**src/rtl/johnson_pkg.sv**
```systemverilog
// Shared types and code tables for the Johnson phase monitor.
// Both tables list the eight legal codes in sequence order, index 0 = 4'b0000.
package johnson_pkg;

   typedef enum logic [1:0] {
      ST_ACQUIRE = 2'd0,
      ST_TRACK   = 2'd1,
      ST_LOCKED  = 2'd2,
      ST_FAULT   = 2'd3
   } jpm_state_e;

   // Packed tables: element [i] holds the code at sequence index i.
   localparam logic [7:0][3:0] JC_TABLE_R = {4'b0001, 4'b0011, 4'b0111, 4'b1111,
                                             4'b1110, 4'b1100, 4'b1000, 4'b0000};
   localparam logic [7:0][3:0] JC_TABLE_L = {4'b1000, 4'b1100, 4'b1110, 4'b1111,
                                             4'b0111, 4'b0011, 4'b0001, 4'b0000};

   // Returns {legal, idx}; idx is 0 when the code is not in the table.
   function automatic logic [3:0] jc_index(input logic [3:0] code, input logic dir);
      logic [3:0] res;
      logic [3:0] entry;
      res = 4'b0000;
      for (int i = 0; i < 8; i++) begin
         entry = (dir == 1'b0) ? JC_TABLE_R[i] : JC_TABLE_L[i];
         if (code == entry) begin
            res = {1'b1, 3'(i)};
         end else begin
            res = res;
         end
      end
      return res;
   endfunction

endpackage

```
**src/rtl/johnson_decode.sv**
```systemverilog
// Combinational Johnson code decoder: legality, binary index and one-hot phase
// for the sequence direction selected by DIR.
module johnson_decode
   import johnson_pkg::*;
#(
   parameter bit DIR = 1'b0
) (
   input  logic [3:0] code,
   output logic       legal,
   output logic [2:0] idx,
   output logic [7:0] onehot
);

   logic [3:0] lookup_s;

   // Table lookup and one-hot expansion; illegal codes give an all-zero phase
   always_comb begin
      lookup_s = jc_index(code, DIR);
      legal    = lookup_s[3];
      idx      = lookup_s[2:0];
      if (lookup_s[3]) begin
         onehot = 8'b0000_0001 << lookup_s[2:0];
      end else begin
         onehot = 8'b0000_0000;
      end
   end

endmodule

```
**src/rtl/johnson_phase_monitor.sv**
```systemverilog
// Validates a sampled Johnson counter code stream step by step and publishes a
// registered phase, lock status, sticky error and revolution count.
module johnson_phase_monitor
   import johnson_pkg::*;
#(
   parameter bit          DIR      = 1'b0,
   parameter int unsigned LOCK_CNT = 8,
   parameter int unsigned REV_W    = 8
) (
   input  logic             clk,
   input  logic             rst,
   input  logic             en,
   input  logic [3:0]       q,
   input  logic             err_clr,
   output logic [7:0]       phase,
   output logic [2:0]       phase_idx,
   output logic             valid,
   output logic             locked,
   output logic             err,
   output logic [REV_W-1:0] rev_count
);

   localparam logic [7:0] LOCK_CNT_C = 8'(LOCK_CNT);

   jpm_state_e       state_r, state_nx_s;
   logic [7:0]       run_r, run_nx_s, run_inc_s;
   logic [2:0]       prev_r, prev_nx_s;
   logic [REV_W-1:0] rev_r, rev_nx_s;
   logic             err_r, err_nx_s;
   logic             locked_r;
   logic [7:0]       phase_r;
   logic [2:0]       phase_idx_r;
   logic             valid_r;

   logic             legal_s;
   logic [2:0]       idx_s;
   logic [7:0]       onehot_s;
   logic             step_s, hold_s, wrap_s, viol_s;

   johnson_decode #(.DIR(DIR)) u_decode (
      .code   (q),
      .legal  (legal_s),
      .idx    (idx_s),
      .onehot (onehot_s)
   );

   // Step classification against the previously accepted index
   always_comb begin
      step_s    = legal_s && (idx_s == 3'(prev_r + 3'd1));
      hold_s    = legal_s && (idx_s == prev_r);
      wrap_s    = (prev_r == 3'd7) && (idx_s == 3'd0);
      if (run_r < LOCK_CNT_C) begin
         run_inc_s = run_r + 8'd1;
      end else begin
         run_inc_s = run_r;
      end
   end

   // Next-state, run/revolution counters and sticky error
   always_comb begin
      state_nx_s = state_r;
      run_nx_s   = run_r;
      prev_nx_s  = prev_r;
      rev_nx_s   = rev_r;
      viol_s     = 1'b0;
      if (en) begin
         case (state_r)
            ST_ACQUIRE, ST_FAULT: begin
               if (legal_s) begin
                  state_nx_s = ST_TRACK;
                  run_nx_s   = 8'd0;
                  prev_nx_s  = idx_s;
               end else begin
                  state_nx_s = state_r;
               end
            end
            ST_TRACK: begin
               if (step_s) begin
                  run_nx_s  = run_inc_s;
                  prev_nx_s = idx_s;
                  if (run_inc_s == LOCK_CNT_C) begin
                     state_nx_s = ST_LOCKED;
                  end else begin
                     state_nx_s = ST_TRACK;
                  end
               end else if (hold_s) begin
                  state_nx_s = ST_TRACK;
               end else begin
                  state_nx_s = ST_FAULT;
                  viol_s     = 1'b1;
               end
            end
            ST_LOCKED: begin
               if (step_s) begin
                  prev_nx_s = idx_s;
                  if (wrap_s) begin
                     rev_nx_s = rev_r + REV_W'(1);
                  end else begin
                     rev_nx_s = rev_r;
                  end
               end else if (hold_s) begin
                  state_nx_s = ST_LOCKED;
               end else begin
                  state_nx_s = ST_FAULT;
                  viol_s     = 1'b1;
               end
            end
            default: begin
               state_nx_s = ST_ACQUIRE;
               run_nx_s   = 8'd0;
               prev_nx_s  = 3'd0;
            end
         endcase
      end else begin
         state_nx_s = state_r;
      end

      // A new violation wins over a simultaneous clear
      if (viol_s) begin
         err_nx_s = 1'b1;
      end else if (err_clr) begin
         err_nx_s = 1'b0;
      end else begin
         err_nx_s = err_r;
      end
   end

   // State, counters and registered outputs
   always_ff @(posedge clk) begin
      if (rst) begin
         state_r     <= ST_ACQUIRE;
         run_r       <= 8'd0;
         prev_r      <= 3'd0;
         rev_r       <= '0;
         err_r       <= 1'b0;
         locked_r    <= 1'b0;
         phase_r     <= 8'h00;
         phase_idx_r <= 3'd0;
         valid_r     <= 1'b0;
      end else begin
         state_r  <= state_nx_s;
         run_r    <= run_nx_s;
         prev_r   <= prev_nx_s;
         rev_r    <= rev_nx_s;
         err_r    <= err_nx_s;
         locked_r <= (state_nx_s == ST_LOCKED);
         if (en) begin
            phase_r <= legal_s ? onehot_s : 8'h00;
            valid_r <= legal_s;
            if (legal_s) begin
               phase_idx_r <= idx_s;
            end
         end
      end
   end

   assign phase     = phase_r;
   assign phase_idx = phase_idx_r;
   assign valid     = valid_r;
   assign locked    = locked_r;
   assign err       = err_r;
   assign rev_count = rev_r;

endmodule
```
**config.mk**
```make
export PLATFORM = sky130hd
export DESIGN_NAME = johnson_phase_monitor
export DESIGN_NICKNAME = d
export VERILOG_FILES = /design/src/rtl/johnson_pkg.sv /design/src/rtl/johnson_decode.sv /design/src/rtl/johnson_phase_monitor.sv
export SDC_FILE = /design/constraint.sdc
export NUM_CORES = 1
export LEC_CHECK = 0
export BUFFER_PORTS_ARGS = -buffer_cell sky130_fd_sc_hd__buf_2
export CORE_ASPECT_RATIO = 1.75
export CORE_MARGIN = 1.5
export CORE_UTILIZATION = 30
export DETAILED_ROUTE_END_ITERATION = 7
export GPL_ROUTABILITY_DRIVEN = 0
export MAX_ROUTING_LAYER = met4
export SLEW_MARGIN = 10
export SYNTH_ARGS = -nofsm -noshare
export SYNTH_HDL_FRONTEND = slang
export SYNTH_SLANG_ARGS = --single-unit
```
**constraint.sdc**
```tcl
create_clock -name clk -period 2.3 [get_ports clk]
set_input_delay 0.345 -clock clk [delete_from_list [all_inputs] [get_ports clk]]
set_output_delay 0.345 -clock clk [all_outputs]
set_load 0.02 [all_outputs]
```
* Word level (Yosys, flattened, before mapping) *
Index checks and enable logic that the tools add are counted.

storage, ports and cells
  flip-flop bits (word level) = 35
  output and inout port bits = 22
  logic and storage cells = 76

cells by class
  $add $sub $neg = 3
  $lt $le $gt $ge = 1
  equality and inequality tests = 18
  shift operators = 1
  muxes and demuxes = 30
  reduce and logical (&&, ||, !) cells = 14

operators with widths
  cell                                                         number
  two-way mux 4 bit                                            8
  two-way mux 8 bit                                            4
  adder 8 x 1 -> 8 bit (second input constant)                 2
  == test 4 bit (second input constant)                        4
  case mux 8 bit (2 select lines)                              1
  two-way mux 2 bit                                            6
  == test 8 x 4 -> 1 bit (second input constant)               1
  less-than comparator 8 x 4 -> 1 bit (second input constant)  1
  AND reduction 4 bit                                          2
  << shifter 1 x 3 -> 8 bit (first input constant)             1
  two-way mux 1 bit                                            7
  == test 2 bit (second input constant)                        3
  == test 3 bit                                                2
  two-way mux 3 bit                                            2
  case mux 2 bit (3 select lines)                              1
  case mux 3 bit (2 select lines)                              1
  == test 4 x 1 -> 1 bit (second input constant)               1
  == test 4 x 2 -> 1 bit (second input constant)               1
  == test 4 x 3 -> 1 bit (second input constant)               1
  logical NOT 4 bit                                            1
  inequality test 2 x 1 -> 1 bit (second input constant)       2
  nonzero test 2 bit                                           2
  OR reduction 2 bit                                           2
  adder 3 x 1 -> 3 bit (second input constant)                 1
  other kinds (8)                                              10

* Logic depth before layout (Yosys ltp) *
Gate-level depths: netlist (run 1).

  word-level depth = 16
  gate-level depth with buffers = 9

* Modules after synthesis *
A second synthesis (run 1) with hierarchy kept.

second synthesis, totals
  cells, all modules = 216
  area, all modules = 1843.0 um2

modules (own cells, without submodules)
  module                 instances  cells an instance  area an instance (um2)  seq. area each (um2)
  johnson_phase_monitor  1          192                1672.9                  700.7
  johnson_decode         1          24                 170.2                   0.0

* Least setup slack after synthesis (run 1) *
No wires, ideal clock.

  path kind = register -> register
  from = reg prev_r[0]
  to = reg run_r[2]
  data arrival time = 2247 ps
  data required time = 2172 ps
  slack = -74 ps
  stages on the path, launching flop included = 10
  clock period less this slack = 2374 ps
  path through = dfxtp_1 > ha_1 > ha_1 > or3b_1 > a21oi_2 > o21ai_2 > nor3_2 > mux2_1 > a22oi_1 > nor2_1

between the ends
  cells in the longest elaborated chain, start to end = 5

RTL lines
  element                                 line                          source
  start: declaration                      johnson_phase_monitor.sv:27   logic [2:0] prev_r, prev_nx_s;
  start signal: assignment                johnson_phase_monitor.sv:143  prev_r <= prev_nx_s;
  adder 3 x 1 -> 3 bit                    johnson_phase_monitor.sv:49   step_s = legal_s && (idx_s == 3'(prev_r + 3'd1));
  == test 3 bit                           johnson_phase_monitor.sv:49
  logical AND 1 bit                       johnson_phase_monitor.sv:49
  inequality test 2 bit (no source line)  n/a
  AND reduction 4 bit (no source line)    n/a
  end signal: assignment                  johnson_phase_monitor.sv:142  run_r <= run_nx_s;
  end: declaration                        johnson_phase_monitor.sv:26   logic [7:0] run_r, run_nx_s, run_inc_s;

Every way passes these cells.
A chain may end at the register's enable or synchronous reset.

* Worst setup path in the final report (run 1) *
  from = reg prev_r[0]
  to = reg run_r[0]

Same word-level chain as after synthesis.

==> summary.md, run 1 <==
| Metric | Value |
|---|---|
| Status | `finished clean` |
| # DRC | `0` |
| Die height | `roughly 110 um` |
| Worst reg2reg path depth | `9` |
| Most used cell along the critical path | `ha_4` |
| Total CTS buffers | `5` |
| P&R area growth vs syn | `23.84%` |
| GR peak layer | `met2` |
| Clock buffer depth | `2` |
| Placed inst area | `0.002225 mm2` |
| Kind of cell adding the most delay to the critical path | `simple AND/OR/NAND/NOR gates` |
| Synth top area share | `a little over a third` |
| Synth cell types | `between 50 and 60` |
| Pre-Repair DR Iteration Count | `4` |
| Largest net degree at the start of global routing | `33` |
| VDD IR-drop max | `0.3967 mV` |
| Die width | `around 64 um` |
| Vias in the first global route | `around 1,800` |
| Crit-path max cell delay | `roughly 0.41 ns` |
| Tot GR Track Use | `roughly 15%` |
| Pwr dens | `approximately 630 mW/mm2` |
| WP depth | `9` |
| Hold crit path type | `in -> reg` |
| DIE AREA | `approximately 0.007 mm2` |
| Seq. cell area | `~700 um2` |
| Clk sinks | `35` |
| CTS Hold Bufs | `0` |
| Worst path bufs/invs | `0` |
| Rows | `38` |
| Setup crit end | `run_r[0]` |
| Slew headroom | `approximately 59%` |
| Grt ovf | `0` |
| Startpoint Class | `register` |
| Syn_nets | `236` |
| Multi-input gate area | `about 0.0012 mm2` |
| Worst Skew | `around 0.0035 ns` |
| Worst reg2reg path startpoint | `prev_r[0]` |
| Initial core utilization | `between 30% and 40%` |
| Post-Syn Area | `0.001937 mm2` |
| Flop-to-flop setup slack | `around 0.081 ns` |
| Leakage power | `around 1 nW` |
| Final ANT Viol Nets | `0` |
| Crit-path cells | `ha_4, ha_4, or3b_1, a21oi_2, o21ai_4, nor2_4, nand4_1, or4_1, o211ai_1` |
| Core Box Area | `approximately 0.0062 mm2` |
| NumNets Final | `between 200 and 300` |
| Setup slack at placement | `-0.008105 ns` |
| Crit-path slowest cell | `or4_1` |
| Top Ports | `30` |
| Finished Cell Area | `~0.0024 mm2` |
| Worst reg2reg path endpoint | `run_r[0]` |
| Seq cells post-synth | `35` |
| CTS clk-pin slew, worst paths | `roughly 0.07 ns` |
| Main synth FF type | `dfxtp_1` |
| Setup slack after layout | `a little over 0.08 ns` |
| Max frequency | `roughly 450 MHz` |
| Post-synth top cells | `35 x dfxtp_1, 26 x nor2_1, 15 x a21oi_1` |
| Max Cap Violations | `0` |
| Critical path endpoint category | `register` |
| Via-to-Cell Ratio | `a little over 5` |
| Final setup TNS | `0 ns` |
| Max Transition Viols Final | `0` |
| Most common cell in the synthesized netlist | `dfxtp_1` |
| Synth area leader | `dfxtp_1` |
| Clock root cell | `clkbuf_8` |
| WL/cell | `between 10 and 15 um` |
| Avg Inst Size Synth | `8.764 um2` |
| Critical-path maximum fanout | `6` |
| Worst-margin pin slew | `just over 0.6 ns` |
| Initial antenna violation count | `0` |
| Later-pin clock latency in the skew report | `0.29 ns` |
| DRT Wirelength | `4791 um` |
| Unrepaired setup endpoints after global routing | `yes` |
| Routed via count | `around 1,800` |
| CP Data Required Time | `~2.5 ns` |
| ANT cells | `0` |
| M3 GR Usage | `about 1.9%` |
| Crit Path Class | `reg -> reg` |
| Starting DRT DRC Count | `37` |
| Met1 Use GR | `a little over an eighth` |
| Crit share post-route | `a little over nine tenths` |
| First-pass GRT wire length | `about 7800 um` |
| Filler Cell Count | `between 600 and 700` |
| Critical Path Start | `prev_r[0]` |
| PortBufs | `29` |
| Hold path startpoint | `err_clr` |
| Setup-failing EPs final | `0` |
| Met2 Use GR | `28.95%` |
| Post-synthesis instance total | `221` |
| Total power | `1.511 mW` |
| Synth async-reset ratio | `0%` |
| Endpoints failing hold | `0` |
| Synth area leaders | `dfxtp_1 36%, nor2_1 5.0%, ha_1 4.5%, a21oi_1 3.9%, nand4_1 3.6%` |
| Min Tclk post-route | `2.219 ns` |
| Fraction of layout cells with a size suffix above 1 | `between 20% and 30%` |
| Yosys warns | `0` |
| CTS tree | `yes` |
| Dpl hpwl | `between 3000 and 4000 um` |
| Sequential share of the synthesized area | `between 30% and 40%` |
| Number of flops mapped to enable cells by yosys | `0` |
| CP arrival | `between 2 and 2.5 ns` |
| H-Tree Depth | `2` |
-- timing repair --
action / in CTS / in global routing
gates resized for setup: 1 / 4
setup endpoints to repair: 1 / 13
pin swaps: 4 / 5
buffers inserted: 1 / 1
-- registers in the layout (all words and copies together) (netlist names) --
register   count
err            1
prev_r         3
phase          8
rev_count      8
state_r        2
run_r          8
locked         1
valid          1
phase_idx      3
-- cells in the final DEF (no fill, tap or decap), types with 3 or more instances in the layout --
cell,Yosys,routed
xor2_1,7,7
buf_4,1,15
clkbuf_8,0,5
o21ai_0,6,6
nor2_1,26,26
nand3_1,7,7
and3_1,4,4
nand4_1,11,11
and2_1,6,6
buf_2,1,29
a31oi_1,3,3
nand2_1,13,13
mux2i_1,6,6
a22oi_1,4,4
ha_1,7,5
inv_1,9,9
nor2b_1,7,7
dfxtp_1,35,33
a21oi_1,15,15
nor3_1,3,3
-- area by class of cell --
type | count | share of cell area, %
clock inverters | 2 | 2.504
clock buffers | 6 | 3.026
flip-flops and latches | 35 | 29.32
well taps | 80 | 4.173
repair buffers | 44 | 10.75
multi-input cells | 166 | 48.83
inverters | 9 | 1.408
-- metal layers --
| metal | vias up | routed length, um | share of wire (%) |
|---|---|---|---|
| met3 | 13 | 106 | 2.2 |
| met1 | 848 | 1783 | 37 |
| met5 | - | 0 | 0 |
| li1 | 871 | - | - |
| met4 | 0 | 168 | 3.5 |
| met2 | 30 | 2732 | 57 |
-- worst min path at each step --
stage               cells after the start  slack, ns       end
floorplan                               1       0.43  run_r[5]
global placement                        1       0.45  run_r[4]
detailed placement                      1       0.45  run_r[4]
CTS                                     4       0.36       err
global route                            4       0.38       err
finish                                  4       0.36       err
-- report_power, final --
part           total [mW]  internal (mW)  switching (mW)  leakage (nW)
combinational       0.224         0.0873           0.136         0.651
clock               0.661          0.433           0.227        0.0654
sequential          0.627          0.619         0.00844         0.284
-- cell families after synthesis --
| logic type | count (synthesis) | synth area share [%] |
|---|---|---|
| and+or+nand+nor | 95 | 27.20 |
| adders and majority gates | 7 | 4.522 |
| xor gates and xnor gates | 9 | 4.070 |
| buffers and inverters | 20 | 5.684 |
| AOI/OAI and AO/OA | 47 | 17.51 |
| muxes | 8 | 4.845 |
| DFF | 35 | 36.18 |
-- worst reg2reg max path: cells and delay by family, from the launching register on --
family	cells	cell delay, ns
AOI/OAI and AO/OA	3	0.39
DFF	1	0.34
and+or+nand+nor	4	1.05
adders and majority gates	2	0.38
-- metrics by stage --
step | utilization (%) | cells | hold slack [ns]
CTS | 38.03 | 341 | 0.3552
global placement | 35.72 | 332 | 0.4451
detailed placement | 35.72 | 332 | 0.4495
floorplan | - | 221 | 0.4302
finish | 38.51 | 342 | 0.3587
global route | 38.51 | 342 | 0.3799
(Power assumes the default switching activity.)
==> run 2: changes to the inputs <==
==> constraint.sdc (replaced) <==
create_clock -name clk -period 2.8 [get_ports clk]
set_input_delay 0.42 -clock clk [delete_from_list [all_inputs] [get_ports clk]]
set_output_delay 0.42 -clock clk [all_outputs]
set_load 0.02 [all_outputs]
==> run 2 against run 1 <==
- wire length shrank 6.5%
- critical path type unchanged
- die area is the same
- critical endpoint is now run_r[2]
- clock power shrank 50%
- cell count shrank 4.7%
==> summary.md, run 2 (synthesis results as in run 1) <==
| Metric | Value |
|---|---|
| Status | `finished clean` |
| Max frequency | `396.0 MHz (-12%)` |
| Setup-failing EPs final | `0 (unchanged)` |
| Slew headroom | `61.52% (+2.7 points)` |
| Die width | `63.74 um (unchanged)` |
| Setup crit end | `run_r[2]` |
| Grt ovf | `0 (unchanged)` |
| Worst-margin pin slew | `0.5772 ns (-0.04019 ns)` |
| DRT Wirelength | `4478 um (-6.5%)` |
| Fraction of layout cells with a size suffix above 1 | `19.51% (-6.8 points)` |
| Clock root cell | `clkbuf_8` |
| Tot GR Track Use | `14.15% (-0.63 points)` |
| Clk sinks | `35 (unchanged)` |
| H-Tree Depth | `2 (unchanged)` |
| CTS Hold Bufs | `0 (unchanged)` |
| Vias in the first global route | `1,581 (-10%)` |
| Leakage power | `0.9060 nW (-9.4%)` |
| Multi-input gate area | `0.001126 mm2 (-3.8%)` |
| Commonest non-fill, non-tap cell in the layout | `dfxtp_1` |
| Worst reg2reg path endpoint | `run_r[2]` |
| Dpl hpwl | `3336 um (-9.0%)` |
| Die height | `109.3 um (unchanged)` |
| Initial core utilization | `31.10% (unchanged)` |
| GR peak layer | `met2` |
| Setup bufs post-CTS | `0 (-1)` |
| First-pass GRT wire length | `7445 um (-4.8%)` |
| M3 GR Usage | `2.252% (+0.31 points)` |
| Crit share post-route | `90.18% (-6.3 points)` |
| Core Box Area | `0.006228 mm2 (unchanged)` |
| Met2 Use GR | `24.66% (-4.3 points)` |
| Unrepaired setup endpoints after global routing | `no` |
| Max Transition Viols Final | `0 (unchanged)` |
| Max Cap Violations | `0 (unchanged)` |
| Routed via count | `1,679 (-4.7%)` |
| NumNets Final | `262 (-5.1%)` |
| Seq. cell area | `700.7 um2 (-0.36%)` |
| CP Data Required Time | `2.95 ns (+0.43 ns)` |
| Fin Hold WS | `0.4523 ns (+0.09363 ns)` |
| Crit Path Class | `reg -> reg` |
| Pwr dens | `461.3 mW/mm2 (-27%)` |
| Post-CTS Resized | `0 (-1)` |
| P&R area growth vs syn | `12.86%` |
| Most frequent cells in the layout | `35 x dfxtp_1, 29 x buf_2, 26 x nor2_1, 15 x a21oi_1, 13 x nand2_1` |
| Critical Path Start | `prev_r[0]` |
| ANT cells | `0 (unchanged)` |
| Critical path endpoint category | `register` |
| Worst Skew | `0.005570 ns (+0.002087 ns)` |
| Clock buffer depth | `2 (unchanged)` |
| Starting DRT DRC Count | `35 (-5.4%)` |
| VDD IR-drop max | `0.2441 mV (-38%)` |
| Final setup TNS | `0 ns (unchanged)` |
| DIE AREA | `0.006966 mm2 (unchanged)` |
| Min Tclk post-route | `2.525 ns (+0.3065 ns)` |
| Filler Cell Count | `643 (+2.7%)` |
| Hold crit path type | `in -> reg` |
| # DRC | `0 (unchanged)` |
| Later-pin clock latency in the skew report | `0.28 ns (about the same)` |
| PortBufs | `29 (unchanged)` |
| Met1 Use GR | `14.64% (+1.4 points)` |
| Endpoints failing hold | `0 (unchanged)` |
| Total CTS buffers | `5 (unchanged)` |
| Initial antenna violation count | `0 (unchanged)` |
| Startpoint Class | `register` |
| Top Ports | `30 (unchanged)` |
| Pre-Repair DR Iteration Count | `4 (unchanged)` |
| Rows | `38 (unchanged)` |
| Worst reg2reg path startpoint | `prev_r[0]` |
| WL/cell | `13.74 um (-1.9%)` |
| Largest net degree at the start of global routing | `33 (unchanged)` |
| Worst reg2reg path depth | `9 (unchanged)` |
| Critical-path maximum fanout | `6 (unchanged)` |
| Final ANT Viol Nets | `0 (unchanged)` |
| CP arrival | `2.67 ns (+0.23 ns)` |
| CTS tree | `yes` |
| Flop-to-flop setup slack | `0.27 ns (+0.19 ns)` |
| CTS clk-pin slew, worst paths | `0.07 ns (about the same)` |
| Via-to-Cell Ratio | `5.150 (about the same)` |
## run 2: where the power goes
group	leakage [nW]	internal (mW)	total, mW	switching, mW
Combinational	0.586	0.0563	0.160	0.104
Sequential	0.283	0.508	0.517	0.00843
Clock	0.0371	0.166	0.332	0.166
Total	0.906	0.730	1.01	0.278
## run 2: worst min-delay path by stage
| stage | startpoint | end | slack (ns) | cells past startpoint |
|---|---|---|---|---|
| after global routing | run_r[7] | run_r[7] | 0.48 | 1 |
| after floorplan | run_r[5] | run_r[5] | 0.43 | 1 |
| after global placement | run_r[4] | run_r[4] | 0.44 | 1 |
| final | err_clr | err | 0.45 | 4 |
| after CTS | err_clr | err | 0.45 | 4 |
| after detailed placement | phase[4] | phase[4] | 0.45 | 2 |
## run 2: area by class of cell
cell class | instances | share of cell area (%)
well taps | 80 | 4.579
inverters | 9 | 1.546
clock buffers | 6 | 3.320
flip-flops and latches | 35 | 32.05
repair buffers | 30 | 6.983
multi-input cells | 166 | 51.52
## run 2: worst max-delay path, cell delays in order, from the launching register on
cell,delay [ns]
dfxtp_1,0.38
ha_1,0.23
ha_1,0.34
or3b_1,0.39
a21oi_2,0.16
o21ai_2,0.15
nor3_2,0.19
mux2_1,0.33
a22oi_1,0.18
nor2_1,0.05
## run 2: per-stage QoR
step | power (mW) | utilization, % | instance area, um2 | setup slack, ns | std cells
finish | 1.008 | 35.09 | 2186 | 0.2749 | 326
global route | 1.055 | 35.09 | 2186 | 0.1009 | 326
CTS | 1.023 | 35.09 | 2186 | 0.2742 | 326
detailed placement | 0.6881 | 33.93 | 2113 | 0.2816 | 320
global placement | 0.6863 | 33.93 | 2113 | 0.3576 | 320
floorplan | 0.6521 | - | 1937 | 0.4256 | 221
## run 2: layer usage
metal / vias to the layer above / part of all wire (%)
li1: 841 / -
met1: 790 / 40
met2: 35 / 54
met3: 13 / 2.7
met4: 0 / 3.8
met5: - / 0
==> run 3: changes to the inputs <==
--- a/config.mk
+++ b/config.mk
@@ -15,4 +15,6 @@
 export SLEW_MARGIN = 10
 export SYNTH_ARGS = -nofsm -noshare
 export SYNTH_HDL_FRONTEND = slang
+export SYNTH_HIERARCHICAL = 1
 export SYNTH_SLANG_ARGS = --single-unit
+export TNS_END_PERCENT = 20
==> run 3 against run 2 <==
- die area is 4.7% lower
- clock power increased by 23%
- hold slack got worse by 0.013 ns
- cell count did not move
- combinational power decreased by 18%
- design area shrank 0.69%
- setup slack improved by 0.27 ns
- fmax is 12% higher
- global-route usage is 0.63 points lower
==> summary.md, run 3 <==
| Metric | Value |
|---|---|
| NumNets Final | `262 (unchanged)` |
| PortBufs | `29 (unchanged)` |
| Synth top area share | `38.02% (+1.8 points)` |
| Max Transition Viols Final | `0 (unchanged)` |
| Later-pin clock latency in the skew report | `0.29 ns (about the same)` |
| Setup-failing EPs final | `0 (unchanged)` |
| Synth area leaders | `dfxtp_1 38%, nor2_1 5.9%, xnor2_1 5.2%, a21oi_1 4.9%, ha_1 4.8%` |
| Slew headroom | `64.92% (+3.4 points)` |
| Grt ovf | `0 (unchanged)` |
| Avg Inst Size Synth | `8.532 um2 (-2.6%)` |
| Post-CTS Resized | `0 (unchanged)` |
| Via-to-Cell Ratio | `4.779 (-7.2%)` |
| # DRC | `0 (unchanged)` |
| Pre-Repair DR Iteration Count | `4 (unchanged)` |
| First-pass GRT wire length | `6920 um (-7.1%)` |
| Clock root cell | `clkbuf_8` |
| Crit-path slowest cell | `a21boi_1` |
| ANT cells | `0 (unchanged)` |
| CTS clk-pin slew, worst paths | `0.07 ns (about the same)` |
| Clk sinks | `35 (unchanged)` |
| Final setup TNS | `0 ns (unchanged)` |
| Filler Cell Count | `679 (+5.6%)` |
| Clock buffer depth | `2 (unchanged)` |
| Worst path bufs/invs | `1 (+1)` |
| CTS Hold Bufs | `0 (unchanged)` |
| Synth async-reset ratio | `0% (unchanged)` |
| Max frequency | `443.1 MHz (+12%)` |
| Post-Syn Area | `0.001843 mm2 (-4.8%)` |
| P&R area growth vs syn | `17.79%` |
| Status | `finished clean` |
| Min Tclk post-route | `2.257 ns (-0.2683 ns)` |
| Critical path endpoint category | `register` |
| CP arrival | `2.44 ns (-0.23 ns)` |
| Largest net degree at the start of global routing | `30 (-9.1%)` |
| Number of flops mapped to enable cells by yosys | `0 (unchanged)` |
| Rows | `37 (-2.6%)` |
| Most frequent cells in the layout | `35 x dfxtp_1, 29 x nor2_1, 29 x buf_2, 18 x a21oi_1, 14 x nand2_1` |
| Vias in the first global route | `1,564 (-1.1%)` |
| Routed via count | `1,558 (-7.2%)` |
| Main synth FF type | `dfxtp_1` |
| Starting DRT DRC Count | `28 (-20%)` |
| Initial core utilization | `31.10% (about the same)` |
| CTS tree | `yes` |
| Core Box Area | `0.005926 mm2 (-4.9%)` |
| Total CTS buffers | `5 (unchanged)` |
| Crit-path cells | `buf_2, or2_4, a21boi_1, xnor2_1, nand4_1, nor3_2, mux2i_1, nor2_1` |
| Seq cells post-synth | `35 (unchanged)` |
| VDD IR-drop max | `0.3237 mV (+33%)` |
| Unrepaired setup endpoints after global routing | `no` |
| Initial antenna violation count | `0 (unchanged)` |
| Startpoint Class | `primary input` |
| Yosys warns | `6 (+6)` |
| WL/cell | `12.61 um (-8.2%)` |
| Pwr dens | `484.3 mW/mm2 (+5.0%)` |
| DIE AREA | `0.006641 mm2 (-4.7%)` |
| Hold crit path type | `in -> reg` |
| Worst Skew | `0.006289 ns (+0.0007185 ns)` |
| Worst-margin pin slew | `0.5116 ns (-0.06560 ns)` |
| DRT Wirelength | `4112 um (-8.2%)` |
| Dpl hpwl | `3057 um (-8.4%)` |
| Synth area leader | `dfxtp_1` |
| Setup bufs post-CTS | `0 (unchanged)` |
| Post-Layout Cell Count | `326 (unchanged)` |
| Tot GR Track Use | `13.52% (-0.63 points)` |
| Commonest non-fill, non-tap cell in the layout | `dfxtp_1` |
| Post-synthesis instance total | `216 (-2.3%)` |
| Critical-path maximum fanout | `8 (+2)` |
| Crit-path max cell delay | `0.41 ns (+0.02 ns)` |
| Endpoints failing hold | `0 (unchanged)` |
| Crit share post-route | `80.60% (-9.6 points)` |
| Synth cell types | `43 (-19%)` |
| Post-synth top cells | `35 x dfxtp_1, 29 x nor2_1, 18 x a21oi_1` |
| Top Ports | `30 (unchanged)` |
| Most common cell in the synthesized netlist | `dfxtp_1` |
| Max Cap Violations | `0 (unchanged)` |
| Fraction of layout cells with a size suffix above 1 | `20.97% (+1.5 points)` |
| Sequential share of the synthesized area | `38.02% (+1.8 points)` |
| Crit Path Class | `in -> reg` |
| Placed cells | `318 (-0.63%)` |
| Kind of cell adding the most delay to the critical path | `simple AND/OR/NAND/NOR gates` |
| Die height | `106.7 um (-2.4%)` |
| Die width | `62.25 um (-2.3%)` |
| H-Tree Depth | `2 (unchanged)` |
| Syn_nets | `231 (-2.1%)` |
| Leakage power | `0.8756 nW (-3.3%)` |
| CP Data Required Time | `2.99 ns (+0.04 ns)` |
| Final ANT Viol Nets | `0 (unchanged)` |
## run 3: final cells by class
class / instances / area [um2] / share of cell area, %
multi-input cells: 163 / 1064 / 48.99
flip-flops and latches: 35 / 700.7 / 32.28
repair buffers: 33 / 175.2 / 8.069
clock buffers: 8 / 100.1 / 4.611
well taps: 78 / 97.59 / 4.496
inverters: 9 / 33.78 / 1.556
## run 3: worst register-to-register path: stages, from the launching register on
cell,delay (ns)
dfxtp_1,0.36
ha_1,0.22
ha_1,0.28
xnor2_1,0.38
nand4_1,0.29
nor3_2,0.30
mux2i_1,0.22
nor2_1,0.05
## run 3: power by group
part | total (mW) | internal (mW) | switching [mW]
Sequential | 0.510 | 0.505 | 0.00528
Clock | 0.409 | 0.225 | 0.185
Combinational | 0.132 | 0.0481 | 0.0839
## run 3: path summary, 6_finish.rpt
check               startpoint  slack [ns]            to  cells past startpoint
setup / recovery          q[2]        0.54      run_r[1]                      8
hold / removal         err_clr        0.44           err                      4
setup reg to reg     prev_r[0]        0.60      run_r[1]                      7
hold reg to reg   phase_idx[1]        0.46  phase_idx[1]                      2
## run 3: logic make-up (layout without fill, tap and decap cells)
kind of cell	Yosys count	count (layout)	synth area share (%)
buffers and inverters	18	50	4.277
XOR/XNOR	16	16	8.011
adder cells (fa/ha/maj)	7	7	4.752
flip-flops	35	35	38.02
multiplexers	9	9	4.956
AO/OA/AOI/OAI	32	32	10.12
AND/OR/NAND/NOR	99	99	29.87
## run 3: routing by layer
metal / vias to the layer above / global-route usage [%] / part of all wire (%) / wire, um
met3: 9 / 2.728 / 3.2 / 133
met2: 25 / 24.61 / 55 / 2256
li1: 794 / - / - / -
met1: 730 / 13.35 / 39 / 1615
met4: 0 / 7.619 / 2.6 / 106
met5: - / - / 0 / 0
## run 3: stage by stage
step | util (%) | setup WS (ns) | instance area (um2) | power (mW) | hold WS (ns)
after floorplan | - | 0.5877 | 1843 | 0.6172 | 0.4302
after global placement | 34.95 | 0.2990 | 2071 | 0.6518 | 0.4473
after detailed placement | 34.95 | 0.2697 | 2071 | 0.6528 | 0.4470
after CTS | 36.63 | 0.5710 | 2171 | 1.058 | 0.4424
after global routing | 36.63 | 0.4089 | 2171 | 1.094 | 0.4586
final | 36.63 | 0.5432 | 2171 | 1.051 | 0.4394
